<file path="src/rtl/exe_arbiter_pkg.sv">
// Shared definitions for the exe arbiter slice.
//   exe_arb_state_e : arbiter FSM states (IDLE -> EXEC -> RESP -> IDLE)
//   MaxReq          : largest supported requester count
//   idx_width()     : width of a requester index (at least 1 bit)
package exe_arbiter_pkg;

  typedef enum logic [1:0] {
    IDLE = 2'd0,
    EXEC = 2'd1,
    RESP = 2'd2
  } exe_arb_state_e;

  localparam int MaxReq = 4;

  function automatic int idx_width(input int n);
    return (n > 1) ? $clog2(n) : 1;
  endfunction

endpackage

</file>
<file path="src/rtl/exe_rr_arbiter.sv">
// Combinational round-robin picker for the exe arbiter.
//   req_i   : request vector
//   ptr_i   : index holding top priority; priority runs ptr, ptr+1, ... wrapping
//   lock_i  : when set and owner_i is requesting, owner_i wins regardless of ptr_i
//   owner_i : index of the current lock holder
//   gnt_o   : one-hot grant (all zero when nothing requests)
//   idx_o   : index of the granted requester (0 when nothing requests)
module exe_rr_arbiter
  import exe_arbiter_pkg::*;
#(
  parameter int NumReq = 2,
  localparam int IdxW  = idx_width(NumReq)
) (
  input  logic [NumReq-1:0] req_i,
  input  logic [IdxW-1:0]   ptr_i,
  input  logic              lock_i,
  input  logic [IdxW-1:0]   owner_i,
  output logic [NumReq-1:0] gnt_o,
  output logic [IdxW-1:0]   idx_o
);

  // One spare bit so ptr + k can exceed NumReq-1 before the wrap.
  logic [IdxW:0] cand;
  logic          found;

  // NOTE: every output and temporary gets a default before any branch, so no
  // path through this block leaves a value unassigned (which would infer a latch).
  always_comb begin
    gnt_o = '0;
    idx_o = '0;
    cand  = '0;
    found = 1'b0;
    if (lock_i && req_i[owner_i]) begin
      gnt_o[owner_i] = 1'b1;
      idx_o          = owner_i;
    end else begin
      for (int k = 0; k < NumReq; k++) begin
        cand = {1'b0, ptr_i} + (IdxW+1)'(k);
        if (cand >= (IdxW+1)'(NumReq)) cand = cand - (IdxW+1)'(NumReq);
        if (!found && req_i[cand[IdxW-1:0]]) begin
          found                   = 1'b1;
          gnt_o[cand[IdxW-1:0]]   = 1'b1;
          idx_o                   = cand[IdxW-1:0];
        end
      end
    end
  end

endmodule

</file>
<file path="src/rtl/exe_arbiter.sv">
// Shares one combinational exe (ALU) unit between NumReq requesters.
// Round-robin grant in IDLE, operands registered on accept, exe result
// registered in EXEC, result held in RESP until the owner takes it.
// Optional feature macro: EXE_ARB_LOCK_EN -- a requester accepted with its
// req_lock_i bit set keeps priority for the next grant and the rr pointer
// does not advance. Without the macro req_lock_i is ignored.
// Ports:
//   clk_i, rstn_i            : clock, synchronous active-low reset
//   req_valid_i/req_ready_o  : per-requester request handshake
//   req_op1_i/op2_i/ctrl_i   : packed per-requester operands and control
//   req_lock_i               : keep grant for next op (lock build only)
//   rsp_valid_o/rsp_ready_i  : per-requester response handshake
//   rsp_data_o               : shared result bus
//   exe_op1_o/op2_o/ctrl_o   : registered operands to the exe unit
//   exe_out_i                : exe unit result
module exe_arbiter
  import exe_arbiter_pkg::*;
#(
  parameter int DataWidth    = 32,
  parameter int ExeCtrlWidth = 5,
  parameter int NumReq       = 2
) (
  input  logic                           clk_i,
  input  logic                           rstn_i,
  input  logic [NumReq-1:0]              req_valid_i,
  output logic [NumReq-1:0]              req_ready_o,
  input  logic [NumReq*DataWidth-1:0]    req_op1_i,
  input  logic [NumReq*DataWidth-1:0]    req_op2_i,
  input  logic [NumReq*ExeCtrlWidth-1:0] req_ctrl_i,
  input  logic [NumReq-1:0]              req_lock_i,
  output logic [NumReq-1:0]              rsp_valid_o,
  input  logic [NumReq-1:0]              rsp_ready_i,
  output logic [DataWidth-1:0]           rsp_data_o,
  output logic [DataWidth-1:0]           exe_op1_o,
  output logic [DataWidth-1:0]           exe_op2_o,
  output logic [ExeCtrlWidth-1:0]        exe_ctrl_o,
  input  logic [DataWidth-1:0]           exe_out_i
);

  localparam int IdxW = idx_width(NumReq);

  if (NumReq < 2 || NumReq > MaxReq) begin : g_bad_numreq
    $error("exe_arbiter: NumReq out of range");
  end

  exe_arb_state_e          state_q, state_d;
  logic [DataWidth-1:0]    op1_q, op1_d, op2_q, op2_d, res_q, res_d;
  logic [ExeCtrlWidth-1:0] ctrl_q, ctrl_d;
  logic [IdxW-1:0]         owner_q, owner_d, ptr_q, ptr_d;
  logic                    lock_q, lock_d;
  logic [NumReq-1:0]       gnt;
  logic [IdxW-1:0]         win_idx, ptr_next;
  logic                    lock_hit;

  exe_rr_arbiter #(.NumReq(NumReq)) u_rr (
    .req_i   (req_valid_i),
    .ptr_i   (ptr_q),
    .lock_i  (lock_q),
    .owner_i (owner_q),
    .gnt_o   (gnt),
    .idx_o   (win_idx)
  );

  assign ptr_next = (win_idx == IdxW'(NumReq - 1)) ? '0 : win_idx + 1'b1;

`ifdef EXE_ARB_LOCK_EN
  assign lock_hit = req_lock_i[win_idx];
`else
  assign lock_hit = 1'b0;
  logic unused_lock;
  assign unused_lock = ^req_lock_i;
`endif

  always_comb begin
    state_d     = state_q;
    op1_d       = op1_q;
    op2_d       = op2_q;
    ctrl_d      = ctrl_q;
    res_d       = res_q;
    owner_d     = owner_q;
    ptr_d       = ptr_q;
    lock_d      = lock_q;
    req_ready_o = '0;
    rsp_valid_o = '0;
    unique case (state_q)
      IDLE: begin
        // Grant is suppressed while reset is asserted so nothing is accepted.
        if (rstn_i) req_ready_o = gnt;
        if (rstn_i && |req_valid_i) begin
          op1_d   = req_op1_i[win_idx*DataWidth +: DataWidth];
          op2_d   = req_op2_i[win_idx*DataWidth +: DataWidth];
          ctrl_d  = req_ctrl_i[win_idx*ExeCtrlWidth +: ExeCtrlWidth];
          owner_d = win_idx;
          lock_d  = lock_hit;
          // A locked accept leaves the rr pointer where it was.
          if (!lock_hit) ptr_d = ptr_next;
          state_d = EXEC;
        end
      end
      EXEC: begin
        res_d   = exe_out_i;
        state_d = RESP;
      end
      RESP: begin
        rsp_valid_o[owner_q] = 1'b1;
        if (rsp_ready_i[owner_q]) state_d = IDLE;
      end
      default: state_d = IDLE;
    endcase
  end

  // NOTE: state registers use non-blocking assignments so every flop samples
  // the pre-edge values; reset is synchronous, tested inside the clocked block.
  always_ff @(posedge clk_i) begin
    if (!rstn_i) begin
      state_q <= IDLE;
      op1_q   <= '0;
      op2_q   <= '0;
      ctrl_q  <= '0;
      res_q   <= '0;
      owner_q <= '0;
      ptr_q   <= '0;
      lock_q  <= 1'b0;
    end else begin
      state_q <= state_d;
      op1_q   <= op1_d;
      op2_q   <= op2_d;
      ctrl_q  <= ctrl_d;
      res_q   <= res_d;
      owner_q <= owner_d;
      ptr_q   <= ptr_d;
      lock_q  <= lock_d;
    end
  end

  assign exe_op1_o  = op1_q;
  assign exe_op2_o  = op2_q;
  assign exe_ctrl_o = ctrl_q;
  assign rsp_data_o = res_q;

endmodule

</file>
<file path="config.mk">
export PLATFORM = sky130hd
export DESIGN_NAME = exe_arbiter
export DESIGN_NICKNAME = d
export VERILOG_FILES = /design/src/rtl/exe_arbiter_pkg.sv /design/src/rtl/exe_rr_arbiter.sv /design/src/rtl/exe_arbiter.sv
export SDC_FILE = /design/constraint.sdc
export NUM_CORES = 1
export LEC_CHECK = 0
export CAP_MARGIN = 20
export CORE_ASPECT_RATIO = 0.75
export CORE_UTILIZATION = 39
export DETAILED_ROUTE_END_ITERATION = 16
export PLACE_DENSITY = 0.84
export SETUP_SLACK_MARGIN = 0.1
export SLEW_MARGIN = 25
export SYNTH_ARGS = -nofsm -noshare
export SYNTH_HDL_FRONTEND = slang
export SYNTH_SLANG_ARGS = --single-unit
</file>
<file path="constraint.sdc">
create_clock -name clk_i -period 4.5 [get_ports clk_i]
set_input_delay 0.45 -clock clk_i [delete_from_list [all_inputs] [get_ports clk_i]]
set_output_delay 0.45 -clock clk_i [all_outputs]
set_load 0.1 [all_outputs]
</file>
### Word level (Yosys, flattened, before mapping)

Index checks and enable logic that the tools add are counted.

| word-level totals | value |
|---|---|
| output and inout port bits | 105 |
| latch bits | 0 |
| bits in registers | 105 |
| memories | 0 |
| memory bits (writable) | 0 |
| memory bits (read-only) | 0 |
| input bits | 178 |

| cells by class | value |
|---|---|
| add/subtract/negate cells | 4 |
| reduce and logical (&&, ||, !) cells | 10 |
| shift operators | 3 |
| eq/ne operators | 4 |
| $lt $le $gt $ge | 8 |
| div/mod/pow operators | 0 |
| mux-type cells | 26 |
| bitwise logic cells | 1 |
| multipliers | 1 |

Operators by type and width:

| kind | number |
|---|---|
| indexed part select 64 x 7 -> 32 bit | 2 |
| 2-to-1 mux 1 bit | 15 |
| 2-to-1 mux 2 bit | 7 |
| indexed part select 10 x 5 -> 5 bit | 1 |
| < comparator 1 x 2 -> 1 bit (second input constant) | 3 |
| one-hot mux 2 bit (3 select lines) | 1 |
| logical AND 1 bit | 5 |
| multiplier 1 x 3 -> 4 bit (second input constant) | 1 |
| inequality test 2 bit (second input constant) | 2 |
| AND reduction 2 bit | 2 |
| demux 1 bit (select 1 bit) | 3 |
| >= comparator 1 bit (second input constant) | 3 |
| adder 1 x 1 -> 2 bit (second input constant) | 1 |
| equality test 2 x 1 -> 1 bit (second input constant) | 1 |
| equality test 2 bit (second input constant) | 1 |
| >= comparator 1 x 2 -> 1 bit (second input constant) | 1 |
| >= comparator 2 bit (second input constant) | 1 |
| logical NOT 2 bit | 1 |
| bitwise OR 2 bit | 1 |
| OR reduction 2 bit | 1 |
| subtractor 1 bit (second input constant) | 2 |
| adder 1 bit (second input constant) | 1 |
| logical NOT 1 bit | 1 |

### Logic depth before layout (Yosys ltp)

Gate-level depths: netlist (run 1).

| logic depth | value |
|---|---|
| word-level depth | 11 |
| mapped depth | 6 |
| gate-level depth less buffers | 3 |

### Hierarchy

A second synthesis (run 1) with hierarchy kept.

| unflattened totals | value |
|---|---|
| cell total of the unflattened synthesis | 469 |
| area total of the unflattened synthesis | 4500.6 um^2 |

By module, submodules not included:

| module | instances | cells an instance | area an instance (um^2) |
|---|---|---|---|
| exe_arbiter | 1 | 464 | 4461.8 |
| exe_rr_arbiter | 1 | 5 | 38.8 |

### Least setup slack after synthesis (run 1)

OpenSTA, ideal clock, no wires.

| timing | value |
|---|---|
| kind | input to output |
| start point | in rstn_i |
| end point | out req_ready_o[1] |
| arrival time | 3.483 ns |
| path buffers | 2 |
| cell stages on the path | 4 |
| slack | 0.567 ns |
| required time | 4.050 ns |
| path through | or3b_1 buf_6 dlygate4sd1_1 nor3b_1 |

| on the way | value |
|---|---|
| word-level cells in the longest chain between the ends | 2 |

Ends and longest elaborated chain:

| what | RTL line | text |
|---|---|---|
| start, declared | exe_arbiter.sv:24 | `input logic rstn_i,` |
| 2-to-1 mux 2 bit | exe_arbiter.sv:88 | `if (rstn_i) req_ready_o = gnt;` |
| 2-to-1 mux 2 bit | exe_arbiter.sv:85 | `unique case (state_q)` |
| end, declared | exe_arbiter.sv:26 | `output logic [NumReq-1:0] req_ready_o,` |

Every way passes these cells.

### Worst setup path in the final report (run 1)

Same ends and word-level chain as after synthesis.

==> results of run 1 <==
## worst paths after layout
check	end	slack (ns)	cells after the start
worst max-delay path	req_ready_o[1]	1.37	5
worst max register to register	exe_op1_o[6]	2.04	4
worst min-delay path	state_q[0]	0.37	3
worst min register to register	rsp_data_o[29]	0.45	2
## power by group through the flow
stage,registers (uW),logic (uW),clock network (uW)
6_report,1070,1220,784
5_1_grt,1080,1270,843
4_1_cts,1070,1220,806
3_5_place_dp,1090,1220,0
3_3_place_gp,1090,1210,0
2_1_floorplan,1710,230,0
## layer usage
metal | GRT usage, % | up-vias | routed length [um]
li1 | - | 2221 | -
met1 | 30.2 | 2212 | 6030
met2 | 44.0 | 216 | 7210
met3 | 6.97 | 28 | 1210
met4 | 8.54 | 0 | 343
met5 | 0 | - | 0
## critical path, stage by stage
cell             delay [ns]
clkdlybuf4s50_1        0.52
or3b_2                 0.73
buf_4                  0.40
nor3b_1                0.24
buf_4                  0.32
## cell usage in the layout, fill, tap and decap left out, types with 2 or more instances in the layout
master,n
nor2_1,3
dfxtp_1,105
nand2_1,133
nor3_1,69
clkdlybuf4s50_1,277
buf_4,8
a221o_1,69
clkbuf_16,9
a21oi_1,34
nor3b_1,2
## state kept, by name, summed over array words and instances (netlist names)
signal	cells
exe_ctrl_o	5
exe_op1_o	32
exe_op2_o	32
owner_q	1
ptr_q	1
rsp_data_o	32
state_q	2
## kinds of logic (layout without fill, tap and decap cells)
family,after synthesis,in the layout,synth area share (%)
buf+inv,52,304,6.34
compound gates,108,108,21.6
flops,105,105,49.8
simple gates,214,214,22.0
mux,1,1,0.237
## per-stage QoR
stage	area, um^2	setup slack [ns]
3_3_place_gp	6980	1.37
2_1_floorplan	4220	0.567
5_1_grt	7300	1.29
6_report	7300	1.37
3_5_place_dp	6980	1.35
4_1_cts	7270	1.36
## final cells by class
cell class,instances,area (um^2)
clock buffers,11,243
clock inverters,4,52.6
fillers,784,3110
inverters,2,7.51
multi-input cells,323,1860
flip-flops and latches,105,2100
well taps,136,170
repair buffers,287,2870
==> flow_metrics.tcl, run 1 <==
set metrics [dict create \
    ys_seq_elements 105 \
    crit_required_ns 4.05 \
    track_usage_pct 25.4 \
    syn_to_final_growth_pct 73.0 \
    power.switching_uw 1250 \
    gp_congestion 0.746 \
    io_pins 283 \
    syn_avg_cell_area_um2 8.79 \
    cts_resized 0 \
    grt_pass1_wl_mm 22.5 \
    clkPwrFrac_pct 25.5 \
    timing.final.crit_period_ns 3.13 \
    yosys-top-cells-area "dfxtp_1 (50%), a221o_1 (16%), nand2_1 (12%), nor3_1 (8.2%), a21oi_1 (4.0%)" \
    fmax_ghz 0.320 \
    fin_crit_sh_pct 69.5 \
    io_buffers 280 \
    slew_violations 0 \
    wirelength_mm 14.8 \
    p_total_uw 3080 \
    cts_tree "done" \
    yosysMostFrequentCell "nand2_1" \
    vias 4677 \
    first_iter_violations 264 \
    n_antenna_cell 0 \
    fp.dieArea_um2 11200 \
    post_cts_buffers 0 \
    nNetsFinal 906 \
    slew_headroom_pct 30.8 \
    synth_area_leader_cell "dfxtp_1" \
    crit_path_start "rstn_i" \
    yosysSeqAreaShare_pct 49.8 \
    synthTopCellsByCount "nand2_1 (133), dfxtp_1 (105), a221o_1 (69), nor3_1 (69), clkbuf_1 (35)" \
    critPathLaunchType "input port" \
    synth_edf_count 0 \
    synthCells 480 \
    via_per_inst 5.39 \
    instances_no_fill 868 \
    rows 32 \
    whs_ns 0.368 \
    clk_path_buf_depth 2 \
    arrival_ns 2.68 \
    maxCapViolCount 0 \
    synth-async-reset-ratio_pct 0 \
    yosysWarnings 0 \
    powerDensity_nw_per_um2 422 \
    die_w_um 122 \
    critPathMaxFanout 48 \
    crit_type "input port to primary output" \
    switching_share_pct 40.6 \
    hp-start "req_valid_i[1]" \
    ys.flop_type "dfxtp_1" \
    drive_gt1_share_pct 4.23 \
    p_int_uw 1830 \
    dr.pass1.iters 6 \
    syn-num-nets 658 \
    core_um2 10400 \
    htree_num_levels 3 \
    routedWlPerCell_um 17.0 \
    grt_max_degree 74 \
    p_seq_share_pct 34.9 \
    status "complete, no violations" \
    cts_root_buf "clkbuf_16" \
    setup_viol 0 \
    cts_made_buffers 9 \
    die_y_um 92.1 \
    tightest_slew_ns 1.03 \
    ant_nets 0 \
    clk_pin_slew_ns 0.07 \
    hold_buffers 0 \
    placed_cells 852 \
    hold_viol_final 0 \
    fin_skew_ns 0.00388 \
    clock_latency_ns 0.33 \
    reg2reg_from "state_q[1]" \
    final_util_pct 70.1 \
    antenna_found_initial 0 \
    cts_sinks 105 \
    tns_ns 0 \
    dpl.hpwl_mm 10.2 \
    end_kind "primary output" \
    initial_utilization_pct 40.5 \
    drcViolationCount 0 \
    yosysUniqueCellTypes 26 \
    p_comb_share_pct 39.7 \
    netlist_area_um2 4220 \
    rsz0062_at_grt "no" \
    synth_top_area_share_pct 49.8 \
    grt_pass1_vias 4460 \
    leakage_uw 0.00272 \
    hp-class "input port to register" \
    grt.overflow.total 0 \
    vdd_ir_drop_max_uv 196 \
]
(Power assumes the default switching activity.)
==> run 2: changes to the inputs <==
- CORE_UTILIZATION: 39 -> 36
- PLACE_DENSITY: 0.84 -> 0.78
- clock period: 4.5 -> 3.05 ns (I/O delays scaled with it)
==> run 2 against run 1 <==
Compared with the run above: non-clock buffer count up 6; hold slack better by 0.089 ns; clock skew grew 0.0027 ns; total power grew 47%; first-iteration DRC count fell by 28%; routed wire length rose by 2.9%; sequential power up 49%; cell count rose by 1.3%; largest cell class unchanged; combinational power increased by 49%; global-route usage shrank 1.6 points; core utilization down 4.3 points.
==> flow_metrics.tcl, run 2 (synthesized netlist as in run 1, its figures left out) <==
set metrics [dict create \
    timing.rr.end "exe_op1_o[6]" \
    whs_ns 0.456 \
    routedWlPerCell_um 17.3 \
    slew_violations 0 \
    fp.dieArea_um2 12200 \
    htree_num_levels 3 \
    first_iter_violations 189 \
    rows 33 \
    io_pins 283 \
    end_kind "primary output" \
    hold_buffers 0 \
    clock_latency_ns 0.34 \
    setup_viol 0 \
    vdd_ir_drop_max_uv 302 \
    cts_made_buffers 9 \
    cts_resized 0 \
    arrival_ns 2.09 \
    grt.overflow.total 0 \
    clk_path_buf_depth 2 \
    reg2reg_from "state_q[1]" \
    crit_required_ns 2.74 \
    worst_hold_path.endpoint "rsp_data_o[0]" \
    ant_nets 0 \
    regArea_um2 2100 \
    rrSetupSlack_ns 1.18 \
    fin_skew_ns 0.00662 \
    rsz0062_at_grt "no" \
    track_usage_pct 23.8 \
    multi_input_area_um2 1860 \
    final_common_cell "clkdlybuf4s50_1" \
    timing.final.crit_period_ns 2.39 \
    p_total_uw 4530 \
    clk_pin_slew_ns 0.07 \
    dpl.hpwl_mm 11.1 \
    tightest_slew_ns 1.02 \
    leakage_uw 0.00277 \
    io_buffers 280 \
    drcViolationCount 0 \
    cts_sinks 105 \
    syn_to_final_growth_pct 73.9 \
    dr.pass1.iters 5 \
    grt_max_degree 44 \
    cts_root_buf "clkbuf_16" \
    hold_path_depth 2 \
    drive_gt1_share_pct 7.58 \
    tns_ns 0 \
    cts_tree "done" \
    die_w_um 127 \
    core_um2 11100 \
    gp_congestion 0.759 \
    critPathLaunchType "input port" \
    initial_utilization_pct 37.9 \
    maxCapViolCount 0 \
    slew_headroom_pct 31.7 \
    wirelength_mm 15.2 \
    fillers 900 \
    grt_pass1_wl_mm 22.7 \
    antenna_found_initial 0 \
    reg2regPathDepth 4 \
    nNetsFinal 912 \
    hp-class "register to register" \
    n_antenna_cell 0 \
    hp-start "rsp_data_o[0]" \
    vias 4680 \
    fmax_ghz 0.418 \
    die_y_um 95.8 \
    layout_common_cells "clkdlybuf4s50_1 (260), nand2_1 (133), dfxtp_1 (105), nor3_1 (69), a221o_1 (69)" \
    fin_crit_sh_pct 78.5 \
    hold_viol_final 0 \
    powerDensity_nw_per_um2 617 \
    critPathMaxFanout 28 \
    post_cts_buffers 0 \
    crit_type "input port to primary output" \
    via_per_inst 5.32 \
    status "complete, no violations" \
    grt_pass1_vias 4518 \
]
[run 2: cell types whose count changed in the layout (fill, tap and decap cells not counted), moves of 3 or more]
cell / before / now
clkinvlp_4: 0 / 3
clkdlybuf4s50_1: 277 / 260
buf_4: 8 / 28
buf_12: 0 / 4
[run 2: worst max-delay path: stages]
cell	delay, ns
clkdlybuf4s50_1	0.53
or3b_2	0.52
buf_4	0.26
nor3b_2	0.26
buf_12	0.21
[run 2: worst max-delay path by stage]
stage	slack (ns)	startpoint	to
final	0.66	rstn_i	req_ready_o[1]
after global routing	0.59	rstn_i	req_ready_o[1]
after CTS	0.65	rstn_i	req_ready_o[1]
after detailed placement	0.65	rstn_i	req_ready_o[1]
after global placement	0.68	rstn_i	req_ready_o[1]
after floorplan	0.13	state_q[1]	rsp_valid_o[0]
[run 2: final cells by class]
cell class | instances | area share (%)
multi-input cells | 323 | 25.4
clock inverters | 6 | 0.699
clock buffers | 10 | 3.26
flip-flops and latches | 105 | 28.6
repair buffers | 293 | 39.5
inverters | 2 | 0.102
well taps | 140 | 2.39
[run 2: through the flow]
stage                     instance area [um^2]  utilization (%)  instances  setup WS (ns)
final                                     7340             65.8        879          0.656
after global routing                      7340             65.8        879          0.586
after CTS                                 7340             65.8        879          0.650
after detailed placement                  7050             63.2        863          0.646
after global placement                    7050             63.2        863          0.679
after floorplan                           4230                -        480          0.129
[run 2: routing by layer]
metal | part of all wire (%) | track usage [%]
met1 | 38 | 25.9
met2 | 52 | 45.7
met3 | 7.8 | 6.61
met4 | 1.6 | 6.65
met5 | 0 | 0
[run 2: power breakdown]
part	internal, uW	switching, uW	total [uW]
Clock	587	537	1120
Combinational	544	1270	1820
Sequential	1500	81.2	1590
Total	2640	1890	4530
==> run 3: changes to the inputs <==
- clock period: 3.05 -> 2.49 ns (I/O delays scaled with it)
==> run 3 against run 2 <==
Compared with the run above: sequential power grew 23%; clock power grew 30%; total power is 23% higher; die area stayed put; sequential share of layout area rose by 0.84 points; sequential cell count is the same; critical path depth unchanged; largest cell class unchanged.
==> flow_metrics.tcl, run 3 (synthesized netlist as in run 1, its figures left out) <==
set metrics [dict create \
    cts_tree "done" \
    cts_root_buf "clkbuf_16" \
    gp_congestion 0.769 \
    die_w_um 127 \
    rsz0062_at_grt "no" \
    routedWlPerCell_um 17.4 \
    io_buffers 280 \
    hold_viol_final 0 \
    first_iter_violations 229 \
    die_y_um 95.8 \
    htree_num_levels 3 \
    io_pins 283 \
    timing.final.crit_period_ns 2.27 \
    crit_top_cell "buf_12" \
    clock_latency_ns 0.34 \
    crit_cells 5 \
    arrival_ns 2.02 \
    tns_ns 0 \
    cpPeakStageDelay_ns 0.52 \
    syn_to_final_growth_pct 68.9 \
    slowest_stage "clkdlybuf4s50_1" \
    path_cells "clkdlybuf4s50_1, or3b_2, a211oi_4, buf_12, buf_12" \
    instances_no_fill 879 \
    tightest_slew_ns 0.601 \
    critPathLaunchType "input port" \
    power.switching_uw 2310 \
    slew_headroom_pct 59.9 \
    critical-path-top-delay-family "buffers and inverters" \
    antenna_found_initial 0 \
    reg2reg_from "state_q[1]" \
    p_comb_share_pct 38.9 \
    grt_max_degree 49 \
    powerDensity_nw_per_um2 783 \
    p_seq_share_pct 34.9 \
    end_kind "primary output" \
    critPathBufInv 3 \
    grt.overflow.total 0 \
    fillers 918 \
    grt_pass1_vias 4530 \
    crit_required_ns 2.24 \
    vdd_ir_drop_max_uv 417 \
    switching_share_pct 41.4 \
    maxCapViolCount 0 \
    fin_skew_ns 0.00651 \
    via_per_inst 5.35 \
    slew_violations 0 \
    wirelength_mm 15.3 \
    hp-class "input port to register" \
    cts_sinks 105 \
    critPathMaxFanout 30 \
    fin_crit_sh_pct 91.2 \
    nNetsFinal 912 \
    drive_gt1_share_pct 19.4 \
    initial_utilization_pct 37.9 \
    hp-start "exe_out_i[8]" \
    clk_pin_slew_ns 0.07 \
    cts_made_buffers 9 \
    fp.dieArea_um2 12200 \
    setup_viol 0 \
    crit_type "input port to primary output" \
    cts_resized 0 \
    p_int_uw 3270 \
    placed_cells 863 \
    fmax_ghz 0.440 \
    reg2regPathDepth 5 \
    track_usage_pct 23.9 \
    vias 4703 \
    post_dp_cell_area_um2 6820 \
    final_common_cell "clkdlybuf4s50_1" \
    post_cts_buffers 0 \
    n_antenna_cell 0 \
    crit_path_start "rstn_i" \
    clkPwrFrac_pct 26.2 \
    final_cell_area_um2 7130 \
    status "complete, no violations" \
    clk_path_buf_depth 2 \
    leakage_uw 0.00294 \
    grt_pass1_wl_mm 22.8 \
    dpl.hpwl_mm 10.9 \
    ant_nets 0 \
    hold_buffers 0 \
    drcViolationCount 0 \
    hold_path_depth 3 \
    layout_common_cells "clkdlybuf4s50_1 (174), nand2_1 (133), buf_4 (115), dfxtp_1 (105)" \
    rows 33 \
    dr.pass1.iters 5 \
    core_um2 11100 \
]
[run 3: worst paths after layout]
kind	endpoint	slack [ns]
worst max register to register	exe_op1_o[30]	0.61
worst min-delay path	rsp_data_o[8]	0.45
worst max-delay path	req_ready_o[0]	0.22
worst min register to register	rsp_data_o[23]	0.46
[run 3: layer usage]
metal	up-vias	part of all wire [%]	global-route usage, %
met5	-	0	0
met4	0	2.3	8.33
met3	25	7.5	5.45
met2	205	50	43.5
met1	2230	40	28.0
li1	2243	-	-
[run 3: stage by stage]
step	utilization [%]	hold WS, ns	setup WS (ns)	total power [uW]
after global placement	61.2	0.443	0.232	4130
after floorplan	-	0.366	-0.163	3510
after global routing	63.9	0.457	0.145	5770
final	63.9	0.452	0.218	5580
after CTS	63.9	0.440	0.215	5610
after detailed placement	61.2	0.448	0.212	4150
[run 3: area by class of cell]
type,instances,area (um^2),share of cell area (%)
Clock buffer,10,239,3.35
Clock inverter,6,65.1,0.913
Inverter,2,7.51,0.105
Multi-Input combinational cell,323,1870,26.2
Sequential cell,105,2100,29.5
Tap cell,140,175,2.46
Timing Repair Buffer,293,2670,37.5
[run 3: worst reg2reg max path: stages, from the launching register on]
cell      delay (ns)
dfxtp_1         0.36
or3b_2          0.55
a211oi_4        0.29
buf_12          0.24
buf_4           0.22
a221o_1         0.17
[run 3: power groups by stage]
| stage | Clock [uW] | Combinational, uW | Sequential (uW) |
|---|---|---|---|
| 2_1_floorplan | 0 | 417 | 3090 |
| 3_3_place_gp | 0 | 2150 | 1980 |
| 3_5_place_dp | 0 | 2170 | 1980 |
| 4_1_cts | 1490 | 2180 | 1950 |
| 5_1_grt | 1550 | 2250 | 1970 |
| 6_report | 1460 | 2170 | 1950 |
==> variant 1, RTL diff (flow settings as in run 2) <==
Re-encode `exe_arb_state_e` (3 states) as one-hot, 3 bits wide.
--- a/src/rtl/exe_arbiter_pkg.sv
+++ b/src/rtl/exe_arbiter_pkg.sv
@@ -4,10 +4,10 @@
 //   idx_width()     : width of a requester index (at least 1 bit)
 package exe_arbiter_pkg;
 
-  typedef enum logic [1:0] {
-    IDLE = 2'd0,
-    EXEC = 2'd1,
-    RESP = 2'd2
+  typedef enum logic [2:0] {
+    IDLE = 3'b001,
+    EXEC = 3'b010,
+    RESP = 3'b100
   } exe_arb_state_e;
 
   localparam int MaxReq = 4;
Function: same outputs for any inputs over 4 cycles, from zero or initial values and one cycle with rstn_i low; so few cycles prove little.
==> variant 1 against run 2 <==
Synthesized cell count decreased by 13%. Clock skew decreased by 0.0014 ns. Fmax increased by 9.9%. Total power decreased by 1.8%. Cell area decreased by 1.1%. Critical path type unchanged. Critical endpoint unchanged. Worst setup slack improved by 0.21 ns. Routed wire length decreased by 8.6%. First-iteration DRC count decreased by 10%. Sequential cell count increased by 1. Area after synthesis decreased by 1.8%.
==> variant 1: results (changes against run 2) <==
The flow ran to the end, and the final reports show no timing, DRC or antenna violations. The tools report the reg-to-reg endpoint as exe_ctrl_o[3] (was exe_op1_o[6]). The launching point of the worst reg2reg path was ptr_q (was state_q[1]). The share of cells above drive strength 1 works out to 9.52% (was 7.58%).

For the setup slack after placement, the log shows 0.777 ns (was 0.646 ns). The worst-path cell with the longest stage delay was nand2b_2 (was clkdlybuf4s50_1). Leakage power: 2.50 nW (was 2.77 nW). The tools report the final weighted congestion in routability-driven placement as 0.749 (was 0.759).

The start point of the worst min-delay path is rsp_data_o[12] (was rsp_data_o[0]). The tools report the endpoint of the worst hold-timing path as rsp_data_o[12] (was rsp_data_o[0]). The per-cell routed wire length is 17.1 µm (was 17.3 µm). The largest fanout on the critical path is 32 (was 28). The logs give 170 (was 189) for the violation count after the first detailed-routing iteration and 39.5% (was 45.7%) for the global-route track usage on met2.

Delay contributed by the slowest stage of the critical path: 0.51 ns (was 0.53 ns). The run gives 33.1% (was 31.7%) as the headroom to the max-slew limit. The highest ir drop seen on vdd was 0.000343 V (was 0.000302 V). The slack of the worst reg-to-reg path is 1.10 ns (was 1.18 ns), and the arrival time of the worst setup path is 1.87 ns (was 2.09 ns). For the maximum number of pins on one net before global-route repair, the log shows 70 (was 44). Worst-case clock skew: 0.00519 ns (was 0.00662 ns).

The share of synthesized area occupied by flip-flops and latches came out at 51.2% (was 49.8%). The global-route usage over all layers was 22.4% (was 23.8%). The run gives 4,373 (was 4,680) as the total number of vias.

The final-layout fill cell count came out at 872 (was 900). The total nets after synthesis was 596 (was 658); the number of nets in the layout was 845 (was 912).
[variant 1: final cells by class]
cell class	count	share of cell area (%)
well taps	140	2.41
clock inverters	5	0.879
flip-flops and latches	106	29.2
multi-input cells	260	25.4
clock buffers	11	3.34
repair buffers	288	38.6
inverters	2	0.103
[variant 1: kinds of logic after synthesis]
family / synth area share, %
simple gates: 8.61
buf+inv: 5.43
compound gates: 34.8
flops: 51.2
[variant 1: layer usage]
metal  routed length (µm)  vias up
met5                    0        -
met4                  181        0
met3                 1050       15
met2                 6820      191
met1                 5860     2042
li1                     -     2125
[variant 1: worst max path at each step]
stage	start	slack, ns	endpoint
after global routing	ptr_q	0.72	req_ready_o[1]
after global placement	req_valid_i[0]	0.87	exe_op2_o[6]
after floorplan	req_valid_i[1]	0.45	req_ready_o[0]
after detailed placement	req_valid_i[0]	0.78	exe_op1_o[22]
final	req_valid_i[0]	0.87	req_ready_o[1]
after CTS	req_valid_i[0]	0.85	req_ready_o[1]
[variant 1: power by group]
part           switching [W]  internal (W)
Clock               0.000505      0.000664
Sequential         0.0000779       0.00151
Combinational        0.00119      0.000498
[variant 1: worst register-to-register path: stages (launching register included)]
cell       delay, ns
dfxtp_1         0.39
nand2b_2        0.57
buf_4           0.52
a32oi_1         0.20
o2bb2ai_1       0.20
[variant 1: through the flow]
stage,std cells,instance area [µm²]
finish,812,7260
global route,812,7260
CTS,812,7260
detailed placement,796,6950
global placement,796,6950
floorplan,418,4160
==> variant 2, RTL diff (config.mk and constraints of run 2) <==
Without the edit above. The option `EXE_ARB_LOCK_EN` is turned on by a define.
--- a/src/rtl/exe_arbiter.sv
+++ b/src/rtl/exe_arbiter.sv
@@ -13,6 +13,8 @@
 //   rsp_data_o               : shared result bus
 //   exe_op1_o/op2_o/ctrl_o   : registered operands to the exe unit
 //   exe_out_i                : exe unit result
+`define EXE_ARB_LOCK_EN
+
 module exe_arbiter
   import exe_arbiter_pkg::*;
 #(
Check against the original RTL: not equivalent (a bounded check fails within 4 cycles, from zero or initial values and one cycle with rstn_i low).
==> variant 2 against run 2 <==
Total power rose by 12%. Area after synthesis rose by 5.8%. Sequential power rose by 6%. Sequential cell count rose by 1. Routed wire length fell by 1.1%. Die area increased by 5.7%. Register-to-register slack got worse by 0.32 ns. Clock power fell by 4%. Worst setup slack worse by 0.045 ns. Largest cell class unchanged. Cell area grew 3.5%.
==> variant 2: results (changes against run 2) <==
The flow ran to the end, and the final reports show no timing, DRC or antenna violations. The clock network fraction of design power was 21.3% (was 24.8%). The sequential group share of total power is 33.1% (was 35.0%), and the port buffer count is 282 (was 280). The logs give 0.00829 ns (was 0.00662 ns) for the worst-case clock skew and 0.00229 W (was 0.00189 W) for the net switching power figure. The capturing instance or port of the critical path was req_ready_o[0] (was req_ready_o[1]).

The clock network power consumption is 0.00108 W (was 0.00112 W), and the detailed-router iteration count before antenna repair is 6 (was 5). The global-route usage over all layers is 22.7% (was 23.8%), and the share of cells above drive strength 1 is 6.20% (was 7.58%). The worst-path cell with the longest stage delay is o211a_2 (was clkdlybuf4s50_1). The dominant delay contributor by cell family on the critical path is compound AO/OA/AOI/OAI gates (was buffers and inverters). Largest cells by area after synthesis: dfxtp_1 48%, a222oi_1 15%, inv_1 12% (was dfxtp_1 50%, a221o_1 16%, nand2_1 12%).

The tools report the highest ir drop seen on vdd as 0.000385 V (was 0.000302 V). The arrival time of the worst setup path came out at 2.13 ns (was 2.09 ns). Start point of the worst min-delay path: rstn_i (was rsp_data_o[0]).

The total number of vias is 4,840 (was 4,680), and the distinct cell type count of the synthesized netlist is 24 (was 26). The slew at the pin with the worst max-slew slack is 1.02 ns (about the same). The tools report the violation count after the first detailed-routing iteration as 473 (was 189). The count of cells along the worst hold path is 3 (was 2). The cell count after placement was 952 (was 863). The leakage power was 3.34 nW (was 2.77 nW); the final weighted congestion in routability-driven placement was 0.807 (was 0.759). The total nets after synthesis is 720 (was 658), and the initial antenna violation count is 1 (was 0). The final non-filler cell total is 969 (was 879), and the final hold slack is 0.286 ns (was 0.456 ns). Post-synth top cells: 140 x inv_1, 135 x nand2_1, 106 x dfxtp_1 (was 133 x nand2_1, 105 x dfxtp_1, 69 x a221o_1, 69 x nor3_1, 35 x clkbuf_1).

The tools report the reg-to-reg endpoint as exe_op2_o[20] (was exe_op1_o[6]). The layout overhead on the synthesized area is 70.2% (was 73.9%), and the per-cell routed wire length is 15.5 µm (was 17.3 µm). Category of the critical setup timing path: reg -> out (was in -> out).

Worst min-delay path class: in -> reg (was reg -> reg). The delay contributed by the slowest stage of the critical path works out to 0.70 ns (was 0.53 ns). The maximum number of pins on one net before global-route repair is 105 (was 44), and the mean post-synth cell area is 8.24 µm² (was 8.79 µm²). The logs give 0.611 ns (was 0.656 ns) for the smallest setup slack after layout and 22,800 µm (was 22,700 µm) for the wire length of the first global-routing pass. The tools report the cell area after placement as 7320 µm² (was 7050 µm²). The detailed placement HPWL was 11,100 µm (about the same).
## variant 2: cell type report
| type | count | share of cell area (%) |
|---|---|---|
| Antenna cell | 1 | 0.0329 |
| Clock buffer | 12 | 3.24 |
| Clock inverter | 4 | 0.362 |
| Inverter | 141 | 6.97 |
| Multi-Input combinational cell | 253 | 21.1 |
| Sequential cell | 106 | 27.9 |
| Tap cell | 162 | 2.67 |
| Timing Repair Buffer | 290 | 37.7 |
## variant 2: layer usage
metal | track usage (%) | share of wire [%] | vias up
met5 | 0 | 0 | -
met1 | 23.5 | 36 | 2285
met4 | 8.93 | 2.6 | 0
met3 | 7.87 | 9.2 | 29
li1 | - | - | 2301
met2 | 41.7 | 52 | 225
## variant 2: cells by family after synthesis
| group | after synthesis | synth area share (%) |
|---|---|---|
| AO/OA/AOI/OAI | 109 | 22.6 |
| flip-flops | 106 | 47.5 |
| AND/OR/NAND/NOR | 142 | 12.6 |
| multiplexers | 2 | 0.448 |
| buffers and inverters | 183 | 16.8 |
